===== config.mk =====
export PLATFORM = sky130hd
export DESIGN_NAME = digital_tube_driver
export DESIGN_NICKNAME = d
export VERILOG_FILES = /design/src/rtl/digital_tube_driver.sv
export SDC_FILE = /design/constraint.sdc
export NUM_CORES = 1
export LEC_CHECK = 0
export ABC_AREA = 0
export ABC_CLOCK_PERIOD_IN_PS = 3100
export CAP_MARGIN = 20
export CELL_PAD_IN_SITES_DETAIL_PLACEMENT = 0
export CELL_PAD_IN_SITES_GLOBAL_PLACEMENT = 2
export CORE_MARGIN = 10
export CORE_UTILIZATION = 29
export CTS_CLUSTER_DIAMETER = 30
export DETAILED_ROUTE_END_ITERATION = 12
export HOLD_SLACK_MARGIN = 0.02
export PLACE_DENSITY_LB_ADDON = 0.3
export RECOVER_POWER = 100
export SYNTH_ARGS = -nofsm -noshare
export SYNTH_HDL_FRONTEND = slang
export SYNTH_SLANG_ARGS = --single-unit
export TNS_END_PERCENT = 50

===== constraint.sdc =====
create_clock -name clk -period 3.1 [get_ports clk]
set_input_delay 0.31 -clock clk [delete_from_list [all_inputs] [get_ports clk]]
set_output_delay 0.31 -clock clk [all_outputs]
set_load 0.1 [all_outputs]

===== src/rtl/digital_tube_driver.sv =====
// Bus-writable driver for a multiplexed common-anode 7-segment display; one digit lit per scan slot.
// Optional blink feature enabled by defining TUBE_BLINK_EN.
module digital_tube_driver #(
  parameter int unsigned DIGITS    = 8,
  parameter int unsigned SCAN_DIV  = 50000,
  parameter int unsigned BLINK_DIV = 25000000
) (
  input  logic        clk,
  input  logic        reset,
  input  logic [7:0]  addr_i,
  input  logic        we_i,
  input  logic [31:0] din_i,
  output logic [31:0] dout_o,
  output logic [7:0]  seg_n_o,
  output logic [7:0]  an_n_o
);

  localparam int unsigned CntW = $clog2(SCAN_DIV);

  logic [CntW-1:0] cnt_q, cnt_d;
  logic [2:0]      idx_q, idx_d;
  logic [31:0]     data_q, data_d;
  logic            en_q, en_d;
  logic [7:0]      dp_q, dp_d;
  logic [7:0]      seg_n_q, seg_n_d;
  logic [7:0]      an_n_q, an_n_d;
  logic            cnt_wrap;
  logic            blink_off;
  logic            blink_rd;
  logic            wr_data, wr_ctrl;
  logic            unused_addr;

  assign unused_addr = ^{addr_i[7:4], addr_i[1:0]};
  assign wr_data     = we_i && (addr_i[3:2] == 2'd0);
  assign wr_ctrl     = we_i && (addr_i[3:2] == 2'd1);

  function automatic logic [6:0] hex7(input logic [3:0] h);
    logic [6:0] s;
    unique case (h)
      4'h0: s = 7'h3F;
      4'h1: s = 7'h06;
      4'h2: s = 7'h5B;
      4'h3: s = 7'h4F;
      4'h4: s = 7'h66;
      4'h5: s = 7'h6D;
      4'h6: s = 7'h7D;
      4'h7: s = 7'h07;
      4'h8: s = 7'h7F;
      4'h9: s = 7'h6F;
      4'hA: s = 7'h77;
      4'hB: s = 7'h7C;
      4'hC: s = 7'h39;
      4'hD: s = 7'h5E;
      4'hE: s = 7'h79;
      default: s = 7'h71;
    endcase
    return s;
  endfunction

`ifdef TUBE_BLINK_EN
  localparam int unsigned BlinkW = $clog2(BLINK_DIV);

  logic [BlinkW-1:0] bcnt_q, bcnt_d;
  logic              phase_q, phase_d;
  logic              blink_q, blink_d;

  always_comb begin
    bcnt_d  = bcnt_q + 1'b1;
    phase_d = phase_q;
    blink_d = blink_q;
    if (bcnt_q == BlinkW'(BLINK_DIV - 1)) begin
      bcnt_d  = '0;
      phase_d = ~phase_q;
    end
    if (wr_ctrl) blink_d = din_i[1];
  end

  always_ff @(posedge clk) begin
    if (reset) begin
      bcnt_q  <= '0;
      phase_q <= 1'b0;
      blink_q <= 1'b0;
    end else begin
      bcnt_q  <= bcnt_d;
      phase_q <= phase_d;
      blink_q <= blink_d;
    end
  end

  assign blink_off = blink_q & phase_q;
  assign blink_rd  = blink_q;
`else
  logic unused_blink_div;
  assign unused_blink_div = ^BLINK_DIV;
  assign blink_off        = 1'b0;
  assign blink_rd         = 1'b0;
`endif

  always_comb begin
    cnt_wrap = (cnt_q == CntW'(SCAN_DIV - 1));
    cnt_d    = cnt_wrap ? '0 : cnt_q + 1'b1;
    idx_d    = idx_q;
    if (cnt_wrap) idx_d = (idx_q == 3'(DIGITS - 1)) ? 3'd0 : idx_q + 3'd1;

    data_d = wr_data ? din_i : data_q;
    en_d   = wr_ctrl ? din_i[0] : en_q;
    dp_d   = wr_ctrl ? din_i[15:8] : dp_q;

    // Outputs are computed from pre-edge state, giving one cycle of latency.
    if (en_q && !blink_off) begin
      an_n_d  = ~(8'b1 << idx_q);
      seg_n_d = {~dp_q[idx_q], ~hex7(data_q[{idx_q, 2'b00} +: 4])};
    end else begin
      an_n_d  = 8'hFF;
      seg_n_d = 8'hFF;
    end
  end

  always_ff @(posedge clk) begin
    if (reset) begin
      cnt_q   <= '0;
      idx_q   <= '0;
      data_q  <= '0;
      en_q    <= 1'b0;
      dp_q    <= '0;
      seg_n_q <= 8'hFF;
      an_n_q  <= 8'hFF;
    end else begin
      cnt_q   <= cnt_d;
      idx_q   <= idx_d;
      data_q  <= data_d;
      en_q    <= en_d;
      dp_q    <= dp_d;
      seg_n_q <= seg_n_d;
      an_n_q  <= an_n_d;
    end
  end

  always_comb begin
    dout_o = '0;
    unique case (addr_i[3:2])
      2'd0:    dout_o = data_q;
      2'd1:    dout_o = {16'h0, dp_q, 6'h0, blink_rd, en_q};
      default: dout_o = '0;
    endcase
  end

  assign seg_n_o = seg_n_q;
  assign an_n_o  = an_n_q;

endmodule


==> results_dict.tcl <==
set metrics [dict create \
    max_slew_margin_pct 34.0 \
    cp-start-kind "flip-flop" \
    n_antenna_cell 0 \
    endpoint_kind "flip-flop" \
    max-vdd-ir-drop_v 0.000195 \
    port_buffers 84 \
    fmax_mhz 377 \
    die_area_mm2 0.0172 \
    path_clk_slew_ps 60 \
    cp_max_fo 9 \
    synthCells 408 \
    overflow 0 \
    start_util_pct 29.7 \
    first_pass_iters 5 \
    cts_setup_buffers 0 \
    fp-row-count 40 \
    grt_usage_pct 11.9 \
    totalPowerFinal_w 0.00223 \
    drt_iter0_markers 311 \
    comb_power_share_pct 10.5 \
    grt_max_degree 49 \
    clock_path_buffers 2 \
    worstPathArrival_ps 2860 \
    synthesis.nets 464 \
    critical_path_class "reg -> reg" \
    ios 91 \
    gp_congestion 0.809 \
    seq_area_frac_synth_pct 42.5 \
    finClkSkew_ps 5.02 \
    finalMaxSlewViolations 0 \
    p_int_w 0.00169 \
    p_per_area_mw_per_mm2 442 \
    drc 0 \
    synthFlopType "dfxtp_1" \
    rsz0062_at_grt "false" \
    pwr-share-seq_pct 45.6 \
    area_growth_syn_to_layout_pct 40.7 \
    p_sw_share_pct 24.2 \
    coreArea_mm2 0.0121 \
    fin_crit_sh_pct 85.6 \
    cts_tree "built" \
    synth-seq-cells 76 \
    root_buffer "clkbuf_16" \
    post_drt_wl_per_cell_um 15.4 \
    cp.required_ps 3310 \
    hold_viol 0 \
    holdWs_ps 448 \
    post-route-util_pct 41.8 \
    yosysUniqueCellTypes 43 \
    power_switching_w 0.000539 \
    final_layout_size_suffix_gt1_share_pct 13.3 \
    fp.dieW_um 131 \
    hold_path_class "reg -> reg" \
    ant_nets 0 \
    vias 2974 \
    outcome "finished clean" \
    grt_antenna_before_repair 0 \
    htree_levels 3 \
    grt_pass1_vias 3047 \
    syn_avg_cell_area_um2 8.77 \
    maxCapViolCount 0 \
    worstMarginPinSlew_ps 987 \
    syn-cell-area_mm2 0.00358 \
    synth-edff-count 0 \
    clk_latency_ps 330 \
    layout.nets 543 \
    cts.sinks 76 \
    die_h_um 131 \
    p_leak_nw 1.89 \
    grt_pass1_wl_mm 16.6 \
    ys_async_sr_fraction_pct 0 \
    yosysWarnings 0 \
    ctsResizeCount 0 \
    drt_wl_total_mm 10.1 \
    fin_tns_setup_ps 0 \
    setup_viol 0 \
    holdBufCountCts 0 \
    cts_made_buffers 9 \
    viasPerCell 4.52 \
    pwr-share-clk_pct 43.9 \
    hpwl_mm 7.49 \
    min_period_ps 2650 \
]
[cell usage after synthesis (all sizes together) (3+ instances only)]
| library cell | instances | area (µm²) |
|---|---|---|
| nand2 | 87 | 327 |
| dfxtp | 76 | 1520 |
| nor2 | 43 | 161 |
| a21oi | 35 | 175 |
| mux2i | 27 | 295 |
| and2 | 25 | 159 |
| clkbuf | 17 | 63.8 |
| ha | 13 | 163 |
| nand3 | 10 | 50.1 |
| xor2 | 9 | 78.8 |
| inv | 8 | 30.0 |
| mux4 | 8 | 184 |
| buf | 7 | 52.5 |
| xnor2 | 5 | 43.8 |
| o21ai | 4 | 20.0 |
| a31oi | 3 | 18.8 |
| nand2b | 3 | 18.8 |
| nor2b | 3 | 18.8 |
| nor3 | 3 | 15.0 |
| o221ai | 3 | 26.3 |
[power groups by stage]
| stage | registers [W] | logic (W) | clock network, W |
|---|---|---|---|
| after detailed placement | 0.00104 | 0.000241 | 0 |
| after global placement | 0.00104 | 0.000241 | 0 |
| after CTS | 0.00102 | 0.000243 | 0.00101 |
| after floorplan | 0.00105 | 0.000129 | 0 |
| after global routing | 0.00102 | 0.000254 | 0.00105 |
| final | 0.00102 | 0.000234 | 0.000977 |
[metal layers]
layer | share of wire, % | vias to the layer above | track usage, %
met5 | 0 | - | 0
met4 | 1.6 | 0 | 4.63
met3 | 5.2 | 12 | 3.66
met2 | 47 | 75 | 18.8
met1 | 46 | 1374 | 14.8
li1 | - | 1513 | -
[stage by stage]
step,instance area (µm²),setup WS [ps],instances
6_report,5040,446,658
5_1_grt,5040,167,658
4_1_cts,5080,500,658
3_5_place_dp,4800,535,644
3_3_place_gp,4800,569,644
2_1_floorplan,3580,659,408
[area by class of cell]
| cell class | count | area (µm²) |
|---|---|---|
| inverters | 9 | 33.8 |
| fillers | 1229 | 7030 |
| clock buffers | 12 | 267 |
| multi-input cells | 299 | 1910 |
| well taps | 168 | 210 |
| repair buffers | 92 | 1090 |
| clock inverters | 2 | 10.0 |
| flip-flops and latches | 76 | 1520 |
[path summary, 6_finish.rpt]
check        cells past startpoint  slack, ps          to      from
max                              7        450  seg_n_o[0]  idx_q[0]
min                              1        450    cnt_q[0]  cnt_q[0]
max reg2reg                      7        450  seg_n_o[0]  idx_q[0]
min reg2reg                      1        450    cnt_q[0]  cnt_q[0]
[worst max-delay path, cell delays in order, from the launching register on]
cell	delay [ps]
dfxtp_1	570
buf_4	240
mux4_2	510
mux2_1	400
ha_1	280
a2111oi_0	340
a31o_1	160
a31oi_1	40
[placed cells by master (no fill, tap or decap), types with 2 or more instances in the layout]
master / count
xnor2_1: 5
nor2b_1: 3
mux2_1: 2
nand2_1: 87
a21oi_1: 35
clkbuf_1: 2
o21ai_0: 2
clkdlybuf4s50_1: 33
nand4_1: 2
and2_0: 24
buf_4: 5
dfxtp_1: 76
o221ai_1: 3
clkbuf_2: 9
dlygate4sd3_1: 18
ha_1: 13
xor2_1: 9
a31oi_1: 3
clkbuf_16: 9
buf_12: 24
clkinv_2: 2
mux2i_1: 25
o21ai_1: 2
nand3_1: 10
mux2i_4: 2
clkbuf_8: 3
mux4_2: 7
nor3_1: 3
a2111oi_0: 2
nor2_1: 43
inv_1: 8
nand2b_1: 3
[registers in the layout, indices dropped and copies added, names as in the netlist]
signal and cells:
an_n_o 8, cnt_q 16, data_q 32, dp_q 8
en_q 1, idx_q 3, seg_n_o 8
[kinds of logic after synthesis]
logic type / count (synthesis) / synth area share (%)
AO/OA/AOI/OAI: 51 / 8.28
XOR/XNOR: 14 / 3.43
adder cells (fa/ha/maj): 13 / 4.54
buffers and inverters: 33 / 4.19
flip-flops: 76 / 42.5
multiplexers: 37 / 14.0
AND/OR/NAND/NOR: 184 / 23.0
(Power assumes the default switching activity.)
